<file path="src/rtl/shift_sequencer.sv">
// rtl/shift_sequencer.sv - multi-cycle shift/rotate sequencer driving a shared 1-bit shift stage
// Optional macro SHIFT_SEQ_NIBBLE_EN adds a 4-bit step path for shorter latency.
module shift_sequencer #(
  parameter int WIDTH = 16,
  parameter int CNT_W = 4
) (
  input  logic             clk,
  input  logic             rst,
  input  logic             start,
  input  logic [1:0]       op,
  input  logic [WIDTH-1:0] in_data,
  input  logic [CNT_W-1:0] cnt,
  output logic             ready,
  output logic             busy,
  output logic             done,
  output logic [WIDTH-1:0] out_data
);

  typedef enum logic [1:0] {
    IDLE  = 2'd0,
    SHIFT = 2'd1,
    DONE  = 2'd2
  } state_t;

  localparam logic [1:0] OP_ROL = 2'b00;
  localparam logic [1:0] OP_SLL = 2'b01;
  localparam logic [1:0] OP_SRL = 2'b10;

  state_t           state;
  logic [WIDTH-1:0] data_q;
  logic [1:0]       op_q;
  logic [CNT_W-1:0] remaining;

  // Single-bit step of the latched operation; SRA is the fall-through case.
  function automatic logic [WIDTH-1:0] step1(input logic [1:0] o, input logic [WIDTH-1:0] d);
    case (o)
      OP_ROL:  step1 = {d[WIDTH-2:0], d[WIDTH-1]};
      OP_SLL:  step1 = {d[WIDTH-2:0], 1'b0};
      OP_SRL:  step1 = {1'b0, d[WIDTH-1:1]};
      default: step1 = {d[WIDTH-1], d[WIDTH-1:1]};
    endcase
  endfunction

`ifdef SHIFT_SEQ_NIBBLE_EN
  // Four-bit step; same semantics as four consecutive single-bit steps.
  function automatic logic [WIDTH-1:0] step4(input logic [1:0] o, input logic [WIDTH-1:0] d);
    case (o)
      OP_ROL:  step4 = {d[WIDTH-5:0], d[WIDTH-1:WIDTH-4]};
      OP_SLL:  step4 = {d[WIDTH-5:0], 4'b0};
      OP_SRL:  step4 = {4'b0, d[WIDTH-1:4]};
      default: step4 = {{4{d[WIDTH-1]}}, d[WIDTH-1:4]};
    endcase
  endfunction
`endif

  // Handshake flags depend on state alone so the hazard unit sees no input-to-output path.
  assign ready = (state == IDLE);
  assign busy  = (state == SHIFT) || (state == DONE);

  // Sequencer: latch request, step until remaining is exhausted, publish result with a done pulse.
  always_ff @(posedge clk) begin
    if (rst) begin
      state     <= IDLE;
      data_q    <= '0;
      op_q      <= '0;
      remaining <= '0;
      done      <= 1'b0;
      out_data  <= '0;
    end else begin
      done <= 1'b0;
      case (state)
        IDLE: begin
          if (start) begin
            data_q    <= in_data;
            op_q      <= op;
            remaining <= cnt;
            state     <= SHIFT;
          end
        end
        SHIFT: begin
          if (remaining == '0) begin
            out_data <= data_q;
            done     <= 1'b1;
            state    <= DONE;
`ifdef SHIFT_SEQ_NIBBLE_EN
          end else if (remaining >= CNT_W'(4)) begin
            data_q    <= step4(op_q, data_q);
            remaining <= remaining - CNT_W'(4);
`endif
          end else begin
            data_q    <= step1(op_q, data_q);
            remaining <= remaining - CNT_W'(1);
          end
        end
        DONE: begin
          state <= IDLE;
        end
        default: begin
          state <= IDLE;
        end
      endcase
    end
  end

endmodule

</file>
<file path="config.mk">
export PLATFORM = sky130hd
export DESIGN_NAME = shift_sequencer
export DESIGN_NICKNAME = d
export VERILOG_FILES = /design/src/rtl/shift_sequencer.sv
export SDC_FILE = /design/constraint.sdc
export NUM_CORES = 1
export LEC_CHECK = 0
export CORE_MARGIN = 1.5
export CORE_UTILIZATION = 50
export DETAILED_ROUTE_END_ITERATION = 6
export PLACE_DENSITY = 0.88
export SLEW_MARGIN = 20
export SYNTH_ARGS = -nofsm -noshare
export SYNTH_HDL_FRONTEND = slang
export SYNTH_SLANG_ARGS = --single-unit
</file>
<file path="constraint.sdc">
create_clock -name clk -period 3.89 [get_ports clk]
set_clock_uncertainty 0.1 [all_clocks]
set_input_delay 0.5835 -clock clk [delete_from_list [all_inputs] [get_ports clk]]
set_output_delay 0.5835 -clock clk [all_outputs]
set_load 0.01 [all_outputs]
</file>
==> metrics <==
Die ar.=0.00447 mm²; port bufs=43; Final period util=68.5%; hold buffer count at cts=0; CTS tree=done; Final Wtd Congestion=0.774; min cycle time layout=around 2.7 ns; filler cell count=349; Worst R2R Start=state[1]; num ports=between 40 and 50; cts repair resizes=0; Final nets=291; Cell Count, Final, Fillers Out=312; CP required=a little under 4 ns; largest net degree at the start of global routing=34; Post-Syn Instances=228; Hold Vio Cnt, Final=0; Yosys top cell by area=dfxtp_1; most frequent cells after synthesis=41 x dfxtp_1, 39 x nand2_1, 22 x a21oi_1; CP cell instances=inv_1 -> ha_1 -> buf_4 -> nand4bb_1 -> o21ai_0 -> o41ai_2; worst r2r path cells=6; power density of the placed cells=464 mW/mm²; Final Max Tran Viols=0; post-route setup TNS=0 ns; grt total ovfl=0; Synthesized Nets=257; synth top area cells=dfxtp_1 40%, mux2i_1 8.3%, mux2_2 7.7%, nand2_1 7.2%, o211ai_1 5.5%; critical-path maximum fanout=22; Via-to-Cell Ratio=5.70; Main synth FF type=dfxtp_1; Yosys Warn Count=0; ant diodes=0; post-synth cell types=34; Reg2Reg Setup Slack=1.22 ns; Synth top area share=about two fifths; final wirelength=between 4 and 5 mm; Worst EP arrival=2.74 ns; mean post-synth cell area=8.95 µm²; drt drc=0; Hold Crit Class=reg -> reg; hpwl dp=2.98 mm; EDFF count, synth=0; Post-CTS Setup Repair Bufs=0; kind of end point of the critical path=flip-flop; DR iter-0 viols=128; drt first pass iters=4; Initial Util=51.4%; Post-Synthesis Cell Area=slightly above 0.002 mm²; clock sinks=a little over 40; CP endpoint=remaining[3]; Num CTS Buffers=5; WHS Path Cells=2; Slew HR=44.8%; CTS H-Tree Depth=2; count leader, synth=dfxtp_1; Die Height=66.9 µm; chip width=66.9 µm; Core Footprint=0.00397 mm²; antenna violations before repair=0; Crit path buffers/inverters=2; clock latency on the worst-skew pair=0.29 ns; Placed Cells=305; vias in the first global route=1653; synthesis-to-layout area growth=25.9%; Clock Path Buffers=2; layout cells sized above 1=11.5%; status=complete, no violations; CP top delay family=simple AND/OR/NAND/NOR gates; slowest stage delay, CP=0.66 ns; critical path depth=6; Worst setup startpoint=state[1]; row count=23; GRT Total Usage=22.5%; Lkg Pwr=0.926 nW; RSZ-0062 raised after global routing=false; first-pass GRT wire length=7.59 mm; RR Endpoint=remaining[3]; Synth async-reset ratio=0%; Slew @ Worst Pin=0.811 ns; f_max=375 MHz; final setup violation count=0; critical setup path kind=reg -> reg; Startpoint Class=flip-flop; Peak VDD IR=around 260 µV; Seq/Total Area, Yosys=40.2%; clock root buffer=clkbuf_8; post-route ant nets=0; max_cap viols=0; register bit total from synthesis=41; vias post-DR=about 1800; Worst-path clk slew=0.08 ns; WL per Instance=14.4 µm; critical path's slowest cell=nand4bb_1
==> per-layer routing <==
metal	GRT usage [%]	vias up	part of all wire (%)
met4	6.89	0	1.7
met3	5.91	8	4.4
met5	0	-	0
met1	26.7	842	44
li1	-	884	-
met2	39.4	45	50
==> logic make-up after synthesis <==
family	count (synthesis)	share of synthesized area, %
compound gates	66	20.4
mux	31	16.1
fa+ha+maj	4	2.45
buf+inv	26	6.13
flops	41	40.2
simple gates	60	14.8
==> cell usage in the layout (no fill, tap or decap), types with 5 or more instances in the layout <==
master           synthesis  layout
a21oi_1                 22      22
clkbuf_8                 0       5
clkdlybuf4s50_1          0      43
dfxtp_1                 41      41
inv_1                    6       6
mux2_2                  14      14
mux2i_1                 17      16
nand2_1                 39      39
o211ai_1                15      15
o21ai_0                  8       8
o21ai_1                 10      10
==> stage by stage <==
stage	worst slack [ns]	cell area, µm²	hold WS, ns	power (mW)	util (%)
finish	1.22	2570	0.354	1.19	64.7
CTS	1.16	2570	0.357	1.20	64.7
floorplan	2.13	2040	0.335	0.773	-
detailed placement	1.18	2460	0.347	0.873	62.1
global route	0.981	2570	0.378	1.26	64.7
global placement	1.28	2460	0.341	0.859	62.1
==> state kept, by name, indices dropped and copies added (netlist names) <==
name	count
data_q	16
done	1
op_q	2
out_data	16
remaining	4
state	2
==> area by class of cell <==
type                    count  area [µm²]  share of cell area [%]
multi-input cells         161        1100                    42.8
flip-flops and latches     41         821                    32.0
repair buffers             47         460                    17.9
clock buffers               5        68.8                    2.68
well taps                  50        62.6                    2.44
clock inverters             2        35.0                    1.36
inverters                   6        22.5                   0.877
==> worst min path at each step <==
| stage | from | to | slack [ns] |
|---|---|---|---|
| 2_1_floorplan | state[1] | state[1] | 0.33 |
| 3_3_place_gp | out_data[4] | out_data[4] | 0.34 |
| 3_5_place_dp | out_data[6] | out_data[6] | 0.35 |
| 4_1_cts | out_data[6] | out_data[6] | 0.36 |
| 5_1_grt | state[1] | state[1] | 0.38 |
| 6_report | out_data[6] | out_data[6] | 0.35 |
==> worst reg2reg max path, delay by kind of cell, from the launching register on <==
family | cells | cell delay, ns
simple gates | 1 | 0.66
fa+ha+maj | 1 | 0.57
flops | 1 | 0.31
compound gates | 2 | 0.43
buf+inv | 2 | 0.48
==> where the power goes <==
group          total, mW  switching [mW]  internal [mW]  leakage (nW)
Sequential         0.523          0.0540          0.469         0.334
Combinational      0.342           0.172          0.170         0.538
Clock              0.327           0.141          0.186        0.0540
(Power assumes the default switching activity.)
